`config.mk`:
```
export PLATFORM = sky130hd
export DESIGN_NAME = gfx_stream_arb
export DESIGN_NICKNAME = d
export VERILOG_FILES = /design/src/rtl/gfx_pkg.sv /design/src/rtl/gfx_rr_pick.sv /design/src/rtl/gfx_stream_arb.sv
export SDC_FILE = /design/constraint.sdc
export NUM_CORES = 1
export LEC_CHECK = 0
export BUFFER_PORTS_ARGS = -buffer_cell sky130_fd_sc_hd__buf_2
export CAP_MARGIN = 20
export CORE_AREA = 8 8 99 83
export CTS_BUF_LIST = sky130_fd_sc_hd__clkbuf_8
export DETAILED_ROUTE_END_ITERATION = 12
export DIE_AREA = 0 0 107 91
export GPL_TIMING_DRIVEN = 0
export PLACE_DENSITY = 0.67
export RECOVER_POWER = 100
export REMOVE_ABC_BUFFERS = 1
export SLEW_MARGIN = 20
export SYNTH_ARGS = -nofsm -noshare
export SYNTH_HDL_FRONTEND = slang
export SYNTH_HIERARCHICAL = 1
export SYNTH_SLANG_ARGS = --single-unit
```
`constraint.sdc`:
```
create_clock -name clk -period 1.7 [get_ports clk]
set_input_delay 0.51 -clock clk [delete_from_list [all_inputs] [get_ports clk]]
set_output_delay 0.51 -clock clk [all_outputs]
set_load 0.1 [all_outputs]
```
`src/rtl/gfx_pkg.sv`:
```
// Shared graphics-stream types: arbiter FSM state encoding and requester limit.
package gfx_pkg;

   localparam int GFX_ARB_MAX_REQ = 8;

   typedef enum logic [0:0] {
      IDLE  = 1'b0,
      OWNED = 1'b1
   } gfx_arb_state_t;

endpackage

```
`src/rtl/gfx_rr_pick.sv`:
```
// Combinational round-robin picker: first set request bit at or above ptr, with wrap.
module gfx_rr_pick
   import gfx_pkg::*;
#(
   parameter int NUM_REQ = 2,
   parameter int IDX_W   = (NUM_REQ > 1) ? $clog2(NUM_REQ) : 1
) (
   input  logic [NUM_REQ-1:0] req,
   input  logic [IDX_W-1:0]   ptr,
   output logic               valid,
   output logic [IDX_W-1:0]   idx
);

   localparam logic [IDX_W:0] N_W = (IDX_W + 1)'(NUM_REQ);

   logic [IDX_W:0]   sum;
   logic [IDX_W-1:0] cand;

   // Walk offsets from farthest to nearest so the nearest set bit wins last.
   always_comb begin
      valid = 1'b0;
      idx   = '0;
      sum   = '0;
      cand  = '0;
      for (int i = NUM_REQ - 1; i >= 0; i--) begin
         sum = {1'b0, ptr} + {1'b0, IDX_W'(i)};
         if (sum >= N_W) sum = sum - N_W;
         cand = sum[IDX_W-1:0];
         if (req[cand]) begin
            valid = 1'b1;
            idx   = cand;
         end
      end
   end

endmodule

```
`src/rtl/gfx_stream_arb.sv`:
```
// Round-robin owner arbiter sharing one registered pixel sink between NUM_REQ producers.
// Optional clipping of off-screen beats when GFX_STREAM_ARB_CLIP_EN is defined.
module gfx_stream_arb
   import gfx_pkg::*;
#(
   parameter int NUM_REQ     = 2,
   parameter int H_WIDTH     = 12,
   parameter int V_WIDTH     = 12,
   parameter int PIXEL_WIDTH = 12
) (
   input  logic                           clk,
   input  logic                           rst,
   input  logic [NUM_REQ-1:0]             s_req,
   output logic [NUM_REQ-1:0]             s_gnt,
   input  logic [NUM_REQ-1:0]             s_gfx_valid,
   input  logic [NUM_REQ*H_WIDTH-1:0]     s_gfx_x,
   input  logic [NUM_REQ*V_WIDTH-1:0]     s_gfx_y,
   input  logic [NUM_REQ*PIXEL_WIDTH-1:0] s_gfx_pixel,
   output logic [NUM_REQ-1:0]             s_gfx_ready,
   output logic                           m_gfx_valid,
   output logic [H_WIDTH-1:0]             m_gfx_x,
   output logic [V_WIDTH-1:0]             m_gfx_y,
   output logic [PIXEL_WIDTH-1:0]         m_gfx_pixel,
   input  logic                           m_gfx_ready,
   input  logic [H_WIDTH-1:0]             h_visible,
   input  logic [V_WIDTH-1:0]             v_visible
);

   localparam int IDX_W = (NUM_REQ > 1) ? $clog2(NUM_REQ) : 1;
   localparam logic [IDX_W-1:0] LAST_IDX = IDX_W'(NUM_REQ - 1);

   gfx_arb_state_t   state;
   logic [IDX_W-1:0] owner;
   logic [IDX_W-1:0] ptr;
   logic             pick_valid;
   logic [IDX_W-1:0] pick_idx;

   logic [H_WIDTH-1:0]     own_x;
   logic [V_WIDTH-1:0]     own_y;
   logic [PIXEL_WIDTH-1:0] own_pixel;
   logic                   take;
   logic                   accept;
   logic                   in_vis;

   gfx_rr_pick #(.NUM_REQ(NUM_REQ), .IDX_W(IDX_W)) u_pick (
      .req   (s_req),
      .ptr   (ptr),
      .valid (pick_valid),
      .idx   (pick_idx)
   );

   assign own_x     = s_gfx_x[owner*H_WIDTH +: H_WIDTH];
   assign own_y     = s_gfx_y[owner*V_WIDTH +: V_WIDTH];
   assign own_pixel = s_gfx_pixel[owner*PIXEL_WIDTH +: PIXEL_WIDTH];

`ifdef GFX_STREAM_ARB_CLIP_EN
   assign in_vis = (own_x < h_visible) && (own_y < v_visible);
`else
   wire unused_vis = ^{h_visible, v_visible};
   assign in_vis = 1'b1;
`endif

   // Handshake: a beat moves when valid && ready in the same cycle; valid never
   // waits on ready, and the output register may refill in the cycle it drains.
   assign take   = !m_gfx_valid || m_gfx_ready;
   assign accept = (state == OWNED) && s_gfx_valid[owner] && take;

   always_comb begin
      s_gfx_ready = '0;
      if (state == OWNED) s_gfx_ready[owner] = take;
   end

   always_ff @(posedge clk or posedge rst) begin
      if (rst) begin
         state <= IDLE;
         owner <= '0;
         ptr   <= '0;
         s_gnt <= '0;
      end else begin
         case (state)
            IDLE: begin
               if (pick_valid) begin
                  owner <= pick_idx;
                  s_gnt <= NUM_REQ'(1) << pick_idx;
                  state <= OWNED;
               end
            end
            default: begin
               if (!s_req[owner]) begin
                  s_gnt <= '0;
                  ptr   <= (owner == LAST_IDX) ? '0 : owner + IDX_W'(1);
                  state <= IDLE;
               end
            end
         endcase
      end
   end

   // Clipped beats are consumed from the producer but never occupy the register.
   always_ff @(posedge clk or posedge rst) begin
      if (rst) begin
         m_gfx_valid <= 1'b0;
         m_gfx_x     <= '0;
         m_gfx_y     <= '0;
         m_gfx_pixel <= '0;
      end else if (accept && in_vis) begin
         m_gfx_valid <= 1'b1;
         m_gfx_x     <= own_x;
         m_gfx_y     <= own_y;
         m_gfx_pixel <= own_pixel;
      end else if (m_gfx_ready) begin
         m_gfx_valid <= 1'b0;
      end
   end

endmodule

```
# Word-level counts from Yosys, hierarchy flattened
# Index checks and enable logic that the tools add are counted.
[word_totals] reg_bits=42 input_bits=103
[classes] n_addsub=4 multipliers=1 n_lt_le_gt_ge=6 n_eq_ne=1 n_shift=4 muxes=26 bitwise_logic=3 n_reduce_logical=10
[ops] cell="$shiftx A24 B6 Y12" count=3
[ops] cell="$mux W1" count=21
[ops] cell="$mux W2" count=4
[ops] cell="$lt A1 B2 Y1 const B" count=3
[ops] cell="$reduce_and A2 Y1" count=3
[ops] cell="$reduce_bool A2 Y1" count=2
[ops] cell="$logic_and A1 B1 Y1" count=3
[ops] cell="$mul A1 B2 Y3 const B" count=1
[ops] cell="$add A1 B1 Y2 const B" count=1
[ops] cell="$and A2 B2 Y2" count=1
[ops] cell="$ge A1 B2 Y1 const B" count=1
[ops] cell="$ge A2 B2 Y1 const B" count=1
[ops] cell="$ne A2 B2 Y1 const B" count=1
[ops] cell="$not A1 Y1" count=2
[ops] cell="$shl A1 B1 Y2 const A" count=1
[ops] cell="$sub A1 B1 Y1 const B" count=2
[ops] cell="$add A1 B1 Y1 const B" count=1
[ops] cell="$demux W1 S1" count=1
[ops] cell="$ge A1 B1 Y1 const B" count=1
[ops] cell="$logic_not A1 Y1" count=1
[ops] cell="$logic_or A1 B1 Y1" count=1

# Longest topological paths before layout
# Gate-level depths: netlist (run 1).
[depth] word_depth=10 depth_mapped=5 depth_no_buf=5

# Cells and area by module
# The synthesis (run 1) kept the hierarchy.
[by_module_without_submodules] module="gfx_stream_arb" instances=1 cells_per_inst=151 area_each_um2=2207.1 seq_area_each_um2=1051.0
[by_module_without_submodules] module="gfx_rr_pick" instances=1 cells_per_inst=3 area_each_um2=17.5 seq_area_each_um2=0.0

# Worst setup path after synthesis (run 1)
# Ideal clock, no wire load.
[synth_timing] path_type="register to output" startpoint="reg m_gfx_valid" endpoint="out s_gfx_ready[0]" arrival_time_ps=2387 t_required_ps=1190 path_slack_ps=-1197 path_stages_with_launch=4 path_cell_list="dfrtp_1 > nand2b_1 > nand2_1 > nor2_1"
[synth_via] elab_chain_cells=4
[synth_rtl] item="from (decl)" line_no="gfx_stream_arb.sv:20" source="output logic m_gfx_valid,"
[synth_rtl] item="from (signal assigned)" line_no="gfx_stream_arb.sv:102" source="m_gfx_valid <= 1'b0;"
[synth_rtl] item="from (signal assigned)" line_no="gfx_stream_arb.sv:107" source="m_gfx_valid <= 1'b1;"
[synth_rtl] item="from (signal assigned)" line_no="gfx_stream_arb.sv:112" source="m_gfx_valid <= 1'b0;"
[synth_rtl] item="$logic_not A1 Y1" line_no="gfx_stream_arb.sv:65" source="assign take = !m_gfx_valid || m_gfx_ready;"
[synth_rtl] item="$logic_or A1 B1 Y1" line_no="gfx_stream_arb.sv:65"
[synth_rtl] item="$and A2 B2 Y2 (no source line)"
[synth_rtl] item="$mux W2" line_no="gfx_stream_arb.sv:70" source="if (state == OWNED) s_gfx_ready[owner] = take;"
[synth_rtl] item="to (decl)" line_no="gfx_stream_arb.sv:19" source="output logic [NUM_REQ-1:0] s_gfx_ready,"
# No other way between the ends.

# Final worst setup path (run 1)
# Same ends and word-level chain as after synthesis.

==> impl_metrics.toml, run 1 <==
[status]
run_status = "finished clean"

[flow_run]
maxCapViolCount = 0

[floorplan]
initial_core_utilization_pct = 33.4
placement_rows = 27
boundaryPins = 144
dieHeight_um = 91
die_width_um = 107
coreArea_um2 = 6660
die_area_um2 = 9740

[timing]
final-max-slew-violation-count = 0
relSlewSlack_pct = 51.9
worst_clock_skew_ns = 0.00437
min_period_over_period_pct = 99.6
worst-slew-pin-transition_ns = 0.721
rsz0062_at_grt = "true"
max_freq_mhz = 591
setup_violations = 0
hold_violations = 0
post-route-min-period_ns = 1.69

[clocking]
cts.path.max_buffers = 2
clkSinkCount = 42
tritoncts_clock_tree = "built"
clock-root-buffer = "sky130_fd_sc_hd__clkbuf_8"
htree_levels = 2
clock_insertion_delay_worst_skew_ns = 0.29
numCtsBuffers = 5
clkSlewWorstSetupHoldPaths_ns = 0.08

[drt]
routed_wire_length_per_instance_um = 15.7
antenna_left = 0
vias_per_cell = 4.49
detailroute.via_count = 1676
detail_route.iter0.violations = 18
wl_um = 5860
drc = 0
drtPass1Iterations = 3

[logic_synthesis]
syn-cell-area_um2 = 2220
post_synth_most_frequent_cells = "42 x sky130_fd_sc_hd__dfrtp_1, 42 x sky130_fd_sc_hd__mux2_2, 31 x sky130_fd_sc_hd__mux2_4"
post_synth_fa_ha_maj_area_fraction_pct = 0
synth_top_cell_by_area = "sky130_fd_sc_hd__dfrtp_1"
ys.warnings.count = 6
post_synth_inst_count = 154
synthTopCellsByArea = "sky130_fd_sc_hd__dfrtp_1 47%, sky130_fd_sc_hd__mux2_2 21%, sky130_fd_sc_hd__mux2_4 21%, sky130_fd_sc_hd__buf_8 2.0%, sky130_fd_sc_hd__nand2_1 1.2%"
post_synth_xor_area_fraction_pct = 0
yosys_most_used_dff = "sky130_fd_sc_hd__dfrtp_1"
yosysTopAreaCellShare_pct = 47.2
post_synthesis_cell_type_count = 22
synthSimpleGateAreaFrac_pct = 3.66
largest_family_of_logic_cells_by_synthesized_area = "multiplexers"
async_flop_share_pct = 100
ys_seq_elements = 42
synth_mux_area_share_pct = 42.6
synth.avg_cell_area_um2 = 14.4
synth.yosys.seq_area_share_pct = 47.2
count_of_flip_flops_with_a_built_in_enable_after_synthesis = 0
synth_compound_area_share_pct = 2.31

[cells_and_area]
area_of_the_multi_input_gates_um2 = 1110
final_layout_size_suffix_gt1_share_pct = 76.9
n_antenna_cell = 0
final.fill_count = 634
fin_util_pct = 47.5
area.growth.synth_to_final_pct = 42.1
design.final.nets = 388
sequential_cell_area_um2 = 1050

[grt]
grt_usage_pct = 12.4
via_count_of_the_first_global_routing_pass = 1959
grt_overflow_total = 0
antenna_found_initial = 0
largest_net_degree_at_the_start_of_global_routing = 24
grt_first_pass_wirelength_um = 9770

[worst_setup_path]
timing.critical_path.arrival_ns = 1.18
cp_data_required_time_ns = 1.19
worstSetupPathType = "register to output pin"
r2r_setup_slack_ns = 0.04
worst_r2r_path_depth = 4
critPathCaptureType = "output pin"
crit_path_start = "m_gfx_valid$_DFFE_PP0P_"
rr_startpoint = "owner$_DFFE_PP0P_"
startpoint_type = "register"
path_max_fanout = 3
critical_path.reg2reg.endpoint = "m_gfx_pixel[6]$_DFFE_PP0P_"
crit_path_end = "s_gfx_ready[0]"

[placement]
port-buffer-count = 119
dpl.hpwl_um = 4050
weighted_congestion_reported_at_the_end_of_routability_driven_placement = 0.684

[hold_path]
worst_hold_path_type = "primary input to async pin"
-- how the worst min path moves through the flow --
stage,from,end,slack [ns],cells past startpoint
after floorplan,ptr$_DFFE_PP0P_,ptr$_DFFE_PP0P_,0.49,2
after global placement,m_gfx_y[0]$_DFFE_PP0P_,m_gfx_y[0]$_DFFE_PP0P_,0.48,1
after detailed placement,m_gfx_x[9]$_DFFE_PP0P_,m_gfx_x[9]$_DFFE_PP0P_,0.49,1
after CTS,rst,m_gfx_pixel[7]$_DFFE_PP0P_,0.22,2
after global routing,rst,m_gfx_pixel[7]$_DFFE_PP0P_,0.40,2
final,rst,m_gfx_pixel[7]$_DFFE_PP0P_,0.32,2
-- metrics by stage --
step / cell area, um2 / hold slack (ns) / setup slack (ns) / std cells / setup TNS (ns)
floorplan: 2150 / 0.493 / -1.20 / 145 / -28.93
global placement: 2860 / 0.484 / -1.34 / 351 / -67.70
detailed placement: 2900 / 0.487 / -0.531 / 353 / -18.29
CTS: 3220 / 0.218 / 0.00465 / 374 / 0
global route: 3160 / 0.396 / -0.0538 / 373 / -0.445
finish: 3160 / 0.324 / 0.00699 / 373 / 0
-- placed cells by master, fill, tap and decap left out --
cell type,n
sky130_fd_sc_hd__clkinv_2,1
sky130_fd_sc_hd__nand2_4,1
sky130_fd_sc_hd__o211ai_1,1
sky130_fd_sc_hd__bufbuf_16,1
sky130_fd_sc_hd__nand2_1,6
sky130_fd_sc_hd__or2_1,1
sky130_fd_sc_hd__mux2i_1,1
sky130_fd_sc_hd__a21boi_1,1
sky130_fd_sc_hd__nor2_4,1
sky130_fd_sc_hd__clkinvlp_4,1
sky130_fd_sc_hd__clkbuf_2,35
sky130_fd_sc_hd__mux2_2,42
sky130_fd_sc_hd__dfrtp_2,2
sky130_fd_sc_hd__inv_1,5
sky130_fd_sc_hd__clkbuf_8,6
sky130_fd_sc_hd__dfrtp_1,40
sky130_fd_sc_hd__nand3_1,2
sky130_fd_sc_hd__mux2_4,31
sky130_fd_sc_hd__buf_2,83
sky130_fd_sc_hd__and3_4,1
sky130_fd_sc_hd__o21ai_0,3
sky130_fd_sc_hd__o22ai_1,1
sky130_fd_sc_hd__nor2_1,1
sky130_fd_sc_hd__a21oi_1,3
sky130_fd_sc_hd__buf_12,4
sky130_fd_sc_hd__buf_4,9
sky130_fd_sc_hd__nand3_4,1
sky130_fd_sc_hd__nor2b_1,1
sky130_fd_sc_hd__nand2b_4,1
-- final cells by class --
type	count	share of cell area, %
flip-flops and latches	42	33.3
well taps	87	3.44
multi-input cells	99	35.2
clock buffers	6	2.61
repair buffers	132	24.4
inverters	5	0.594
clock inverters	2	0.396
-- critical path: stages, from the launching register on --
cell	delay, ns
sky130_fd_sc_hd__dfrtp_1	0.42
sky130_fd_sc_hd__nand2b_4	0.11
sky130_fd_sc_hd__nand2_4	0.06
sky130_fd_sc_hd__nor2_4	0.13
sky130_fd_sc_hd__buf_12	0.18
-- cells by family after synthesis --
group,count (synthesis)
flip-flops,42
AO/OA/AOI/OAI,9
multiplexers,74
buffers and inverters,14
AND/OR/NAND/NOR,15
-- registers in the layout (all words and copies together) (netlist names) --
register     cells
m_gfx_pixel     12
m_gfx_valid      1
m_gfx_x         12
m_gfx_y         12
owner            1
ptr              1
s_gnt            2
state            1
-- what timing repair did --
action	4_1_cts	5_1_grt
cloned	2	0
buffers inserted	11	0
pin swaps	0	2
setup endpoints to repair	38	3
resized for setup	15	2
hold buffers	0	0
-- routing by layer --
metal / track usage, % / part of all wire (%) / vias to the layer above / wire, um
li1: - / - / 804 / -
met1: 15.5 / 44 / 794 / 2580
met2: 19.8 / 47 / 73 / 2730
met3: 4.52 / 8.7 / 5 / 511
met4: 3.16 / 0.75 / 0 / 44
met5: 0 / 0 / - / 0
Power of run 1 is not shown: default switching activity piles up to over one toggle a cycle in this logic, so the estimate is an artifact.
==> run 2, diff against run 1 <==
clock period = 2 ns   (was 1.7 ns; I/O delays follow)
==> run 2 against run 1 <==
Effect of this change: highest routed layer unchanged; design area down 7.5%; critical path depth down 1; non-clock buffer count down 8; first-iteration DRC count down 28%; count of clock-buffer cells in the layout unchanged; utilization down 3.6 points; via count down 2.7%; global-route usage down 0.85 points; critical path type unchanged; register-to-register slack better by 0.23 ns; routed wire length down 7.5%; sequential share of layout area up 2.7 points; sequential cell count unchanged.
==> impl_metrics.toml, run 2 (same netlist as run 1, synthesis figures left out) <==
[status]
run_status = "finished clean"

[timing]
max_freq_mhz = 516
hold_violations = 0
relSlewSlack_pct = 51.5
min_period_over_period_pct = 97.0
final-max-slew-violation-count = 0
worst_clock_skew_ns = 0.00509
post-route-min-period_ns = 1.94
setup_violations = 0
worst-slew-pin-transition_ns = 0.727

[cells_and_area]
top_regs = "m_gfx_pixel (12), m_gfx_x (12), m_gfx_y (12)"
fin_util_pct = 43.9
area.growth.synth_to_final_pct = 31.4
final_layout_size_suffix_gt1_share_pct = 64.0
design.final.nets = 380
most-common-layout-cells = "77 x sky130_fd_sc_hd__buf_2, 42 x sky130_fd_sc_hd__mux2_2, 40 x sky130_fd_sc_hd__clkbuf_2, 40 x sky130_fd_sc_hd__dfrtp_1, 30 x sky130_fd_sc_hd__mux2_1"
sequential_cell_area_um2 = 1050
leading_cell_type_in_the_layout_fill_and_taps_excluded = "sky130_fd_sc_hd__buf_2"
final.fill_count = 670
n_antenna_cell = 0
area_of_the_multi_input_gates_um2 = 993

[floorplan]
initial_core_utilization_pct = 33.4
placement_rows = 27
boundaryPins = 144
dieHeight_um = 91
die_area_um2 = 9740
coreArea_um2 = 6660
die_width_um = 107

[drt]
drc = 0
detail_route.iter0.violations = 13
drtPass1Iterations = 3
routed_wire_length_per_instance_um = 14.9
antenna_left = 0
detailroute.via_count = 1630
vias_per_cell = 4.47
wl_um = 5420

[placement]
port-buffer-count = 119
weighted_congestion_reported_at_the_end_of_routability_driven_placement = 0.684
dpl.hpwl_um = 4050

[flow_run]
maxCapViolCount = 0

[clocking]
tritoncts_clock_tree = "built"
clock-root-buffer = "sky130_fd_sc_hd__clkbuf_8"
cts-hold-fix-buffers = 0
clkSlewWorstSetupHoldPaths_ns = 0.08
clock_insertion_delay_worst_skew_ns = 0.29
htree_levels = 2
cts.path.max_buffers = 2
clkSinkCount = 42
numCtsBuffers = 5

[grt]
grt_first_pass_wirelength_um = 9200
via_count_of_the_first_global_routing_pass = 1892
grt_overflow_total = 0
antenna_found_initial = 0
grt_usage_pct = 11.6
largest_net_degree_at_the_start_of_global_routing = 35

[worst_setup_path]
startpoint_type = "register"
path_max_fanout = 34
timing.critical_path.arrival_ns = 1.34
critPathCaptureType = "output pin"
worstSetupPathType = "register to output pin"
worst_r2r_path_depth = 4
cp_data_required_time_ns = 1.40

[hold_path]
worst_hold_path_type = "primary input to async pin"
run 2: cell types whose count changed in the layout (fill, tap and decap cells not counted), moves of 2 or more:
| cell | previous run | this run |
|---|---|---|
| sky130_fd_sc_hd__buf_4 | 9 | 2 |
| sky130_fd_sc_hd__clkbuf_2 | 35 | 40 |
| sky130_fd_sc_hd__mux2_4 | 31 | 1 |
| sky130_fd_sc_hd__buf_2 | 83 | 77 |
| sky130_fd_sc_hd__mux2_1 | 0 | 30 |
| sky130_fd_sc_hd__buf_12 | 4 | 1 |
| sky130_fd_sc_hd__clkbuf_1 | 0 | 2 |
run 2: through the flow:
step / instances / setup TNS, ns / hold slack [ns] / cell area, um2 / setup WS, ns
finish: 365 / 0 / 0.417 / 2920 / 0.0609
global route: 365 / -0.0209 / 0.485 / 2920 / -0.0209
CTS: 363 / 0 / 0.308 / 3040 / 0.00251
detailed placement: 353 / -7.25 / 0.487 / 2900 / -0.231
global placement: 351 / -46.07 / 0.484 / 2860 / -1.04
floorplan: 145 / -17.67 / 0.493 / 2150 / -0.988
run 2: critical path, stage by stage (launching register included):
cell                      delay (ns)
sky130_fd_sc_hd__dfrtp_2        0.39
sky130_fd_sc_hd__buf_12         0.21
sky130_fd_sc_hd__and3_1         0.23
sky130_fd_sc_hd__buf_8          0.21
run 2: worst paths after layout:
path | startpoint | end | slack [ns]
worst min-delay path | rst | m_gfx_pixel[7]$_DFFE_PP0P_ | 0.42
max in group asynchronous | rst | owner$_DFFE_PP0P_ | 0.52
min in group clk | m_gfx_x[9]$_DFFE_PP0P_ | m_gfx_x[9]$_DFFE_PP0P_ | 0.49
worst max register to register | owner$_DFFE_PP0P_ | m_gfx_y[0]$_DFFE_PP0P_ | 0.27
worst max-delay path | owner$_DFFE_PP0P_ | s_gfx_ready[1] | 0.06
worst min register to register | m_gfx_x[9]$_DFFE_PP0P_ | m_gfx_x[9]$_DFFE_PP0P_ | 0.49
run 2: timing repair:
action / 4_1_cts / 5_1_grt
setup buffers: 1 / 2
endpoints found under the setup margin: 38 / 2
gates cloned: 1 / 0
gates resized for setup: 6 / 3
run 2: final cells by class:
type | count | share of cell area (%)
clock buffer | 6 | 2.82
clock inverter | 2 | 0.428
inverter | 5 | 0.642
multi-input combinational | 99 | 34.0
sequential | 42 | 36.0
tap | 87 | 3.72
timing repair buffer | 124 | 22.4
run 2: routing by layer:
metal  global-route usage (%)  vias to the layer above  part of all wire [%]
li1                         -                      792                     -
met1                     13.7                      760                    41
met2                     19.0                       73                    48
met3                     4.66                        5                    10
met4                     3.16                        0                  0.81
met5                        0                        -                     0
Power of run 2 is left out for the same reason.
==> run 3, diff against run 2 <==
CTS_BUF_LIST = sky130_fd_sc_hd__clkbuf_4   (was sky130_fd_sc_hd__clkbuf_8)
SKIP_LAST_GASP = 1   (was not set)
==> run 3 against run 2 <==
Effect of this change: global-route usage rose by 0.13 points; worst hold slack got worse by 0.083 ns; setup slack got worse by 0.041 ns; cell count is 0.82% higher; count of clock-buffer cells in the layout decreased by 1; clock skew increased by 0.012 ns; register-to-register slack worse by 0.08 ns; highest routed layer unchanged; utilization shrank 0.30 points; routed wire length increased by 3.9%; critical path depth increased by 1; first-iteration DRC count rose to 3.1 times the previous value.
==> impl_metrics.toml, run 3 (same netlist as run 1, synthesis figures left out) <==
[worst_setup_path]
path_max_fanout = 5
timing.critical_path.arrival_ns = 1.38
critPathCaptureType = "output pin"
cp_slowest_stage_delay_ns = 0.41
worstSetupPathType = "register to output pin"
cp_data_required_time_ns = 1.40
critical_path.reg2reg.endpoint = "m_gfx_y[1]$_DFFE_PP0P_"
r2r_setup_slack_ns = 0.19
critPathSlowestCell = "sky130_fd_sc_hd__dfrtp_1"
critical_path.top_delay_family = "flip-flops"
timing.critical_path.buf_inv = 1
crit_path_end = "s_gfx_ready[0]"
crit_path_start = "m_gfx_valid$_DFFE_PP0P_"
crit_path_cell_trace = "nand2b_2, nand2_1, nor2_1, buf_6"
startpoint_type = "register"
worstSetupPathDepth = 4
worst_r2r_path_depth = 4
rr_startpoint = "owner$_DFFE_PP0P_"

[clocking]
clock-root-buffer = "sky130_fd_sc_hd__clkbuf_4"
clock_insertion_delay_worst_skew_ns = 0.35
clkSinkCount = 42
cts.path.max_buffers = 2
cts-hold-fix-buffers = 0
numCtsBuffers = 5
tritoncts_clock_tree = "built"
clkSlewWorstSetupHoldPaths_ns = 0.14
htree_levels = 2

[floorplan]
dieHeight_um = 91
die_width_um = 107
boundaryPins = 144
initial_core_utilization_pct = 33.4
die_area_um2 = 9740
placement_rows = 27
coreArea_um2 = 6660

[placement]
weighted_congestion_reported_at_the_end_of_routability_driven_placement = 0.684
dpl.hpwl_um = 4050
port-buffer-count = 119

[drt]
vias_per_cell = 4.49
drtPass1Iterations = 4
drc = 0
wl_um = 5640
routed_wire_length_per_instance_um = 15.3
detail_route.iter0.violations = 40
antenna_left = 0
detailroute.via_count = 1654

[grt]
grt-busiest-layer = "met2"
grt_usage_pct = 11.7
antenna_found_initial = 0
gr-usage-met3_pct = 4.87
grt_overflow_total = 0
largest_net_degree_at_the_start_of_global_routing = 35
grt_first_pass_wirelength_um = 9250
grtUsageMet1_pct = 13.8
via_count_of_the_first_global_routing_pass = 1901
gr-usage-met2_pct = 19.0

[timing]
final-max-slew-violation-count = 0
hold_violations = 0
worst_clock_skew_ns = 0.0174
setup_violations = 0
worst-slew-pin-transition_ns = 0.715
whs_ns = 0.334
min_period_over_period_pct = 99.0
rsz0062_at_grt = "true"
relSlewSlack_pct = 52.3
post-route-min-period_ns = 1.98
max_freq_mhz = 505

[status]
run_status = "finished clean"

[cells_and_area]
n_antenna_cell = 0
area.growth.synth_to_final_pct = 30.5
design.final.nets = 383
most-common-layout-cells = "100 x sky130_fd_sc_hd__buf_2, 42 x sky130_fd_sc_hd__mux2_2, 41 x sky130_fd_sc_hd__dfrtp_1, 31 x sky130_fd_sc_hd__mux2_1, 19 x sky130_fd_sc_hd__clkbuf_2"
leading_cell_type_in_the_layout_fill_and_taps_excluded = "sky130_fd_sc_hd__buf_2"
top_regs = "m_gfx_pixel (12), m_gfx_x (12), m_gfx_y (12)"
final.fill_count = 668
final_layout_size_suffix_gt1_share_pct = 64.1

[flow_run]
maxCapViolCount = 0

[hold_path]
worst_hold_path_type = "primary input to async pin"
==> run 3: cell count changes in the layout (fill, tap and decap cells not counted), sizes merged <==
| cell | previous run | this run |
|---|---|---|
| clkinv | 1 | 2 |
| buf | 82 | 107 |
| clkbuf | 48 | 25 |
==> run 3: final cells by class <==
| cell class | instances | area [um2] | share of cell area [%] |
|---|---|---|---|
| well taps | 87 | 109 | 3.75 |
| clock inverters | 3 | 16.3 | 0.560 |
| clock buffers | 5 | 37.5 | 1.29 |
| multi-input cells | 99 | 990 | 34.1 |
| inverters | 5 | 18.8 | 0.646 |
| flip-flops and latches | 42 | 1050 | 36.2 |
| repair buffers | 127 | 681 | 23.4 |
==> run 3: per-layer routing <==
| metal | share of wire, % | wire, um | up-vias |
|---|---|---|---|
| met5 | 0 | 0 | - |
| met4 | 1.0 | 57 | 0 |
| met3 | 10 | 575 | 8 |
| met2 | 48 | 2680 | 77 |
| met1 | 41 | 2320 | 770 |
| li1 | - | - | 799 |
==> run 3: through the flow <==
step | std cells | area (um2) | utilization, % | setup TNS (ns) | setup WS [ns]
6_report | 368 | 2900 | 43.6 | 0 | 0.0199
5_1_grt | 368 | 2900 | 43.6 | -0.101 | -0.100
4_1_cts | 363 | 2990 | 44.9 | -1.14 | -0.0656
3_5_place_dp | 353 | 2900 | 43.6 | -7.25 | -0.231
3_3_place_gp | 351 | 2860 | 42.9 | -46.07 | -1.04
2_1_floorplan | 145 | 2150 | - | -17.67 | -0.988
==> run 3: worst reg2reg max path, cell delays in order (launching register included) <==
cell and delay [ns]:
sky130_fd_sc_hd__dfrtp_1 0.44, sky130_fd_sc_hd__buf_12 0.15, sky130_fd_sc_hd__mux2_1 0.42, sky130_fd_sc_hd__nand3_4 0.31, sky130_fd_sc_hd__mux2_2 0.38
==> run 3: worst min-delay path by stage <==
| stage | to |
|---|---|
| global route | m_gfx_pixel[7]$_DFFE_PP0P_ |
| finish | m_gfx_pixel[7]$_DFFE_PP0P_ |
| detailed placement | m_gfx_x[9]$_DFFE_PP0P_ |
| floorplan | ptr$_DFFE_PP0P_ |
| CTS | m_gfx_pixel[7]$_DFFE_PP0P_ |
| global placement | m_gfx_y[0]$_DFFE_PP0P_ |
==> run 3: timing repair <==
item / in CTS / in global routing
setup buffers: 1 / 4
endpoints found under the hold margin: 0 / 0
resized for setup: 5 / 5
cloned: 1 / 1
endpoints found under the setup margin: 38 / 20
Power of run 3 is left out for the same reason.
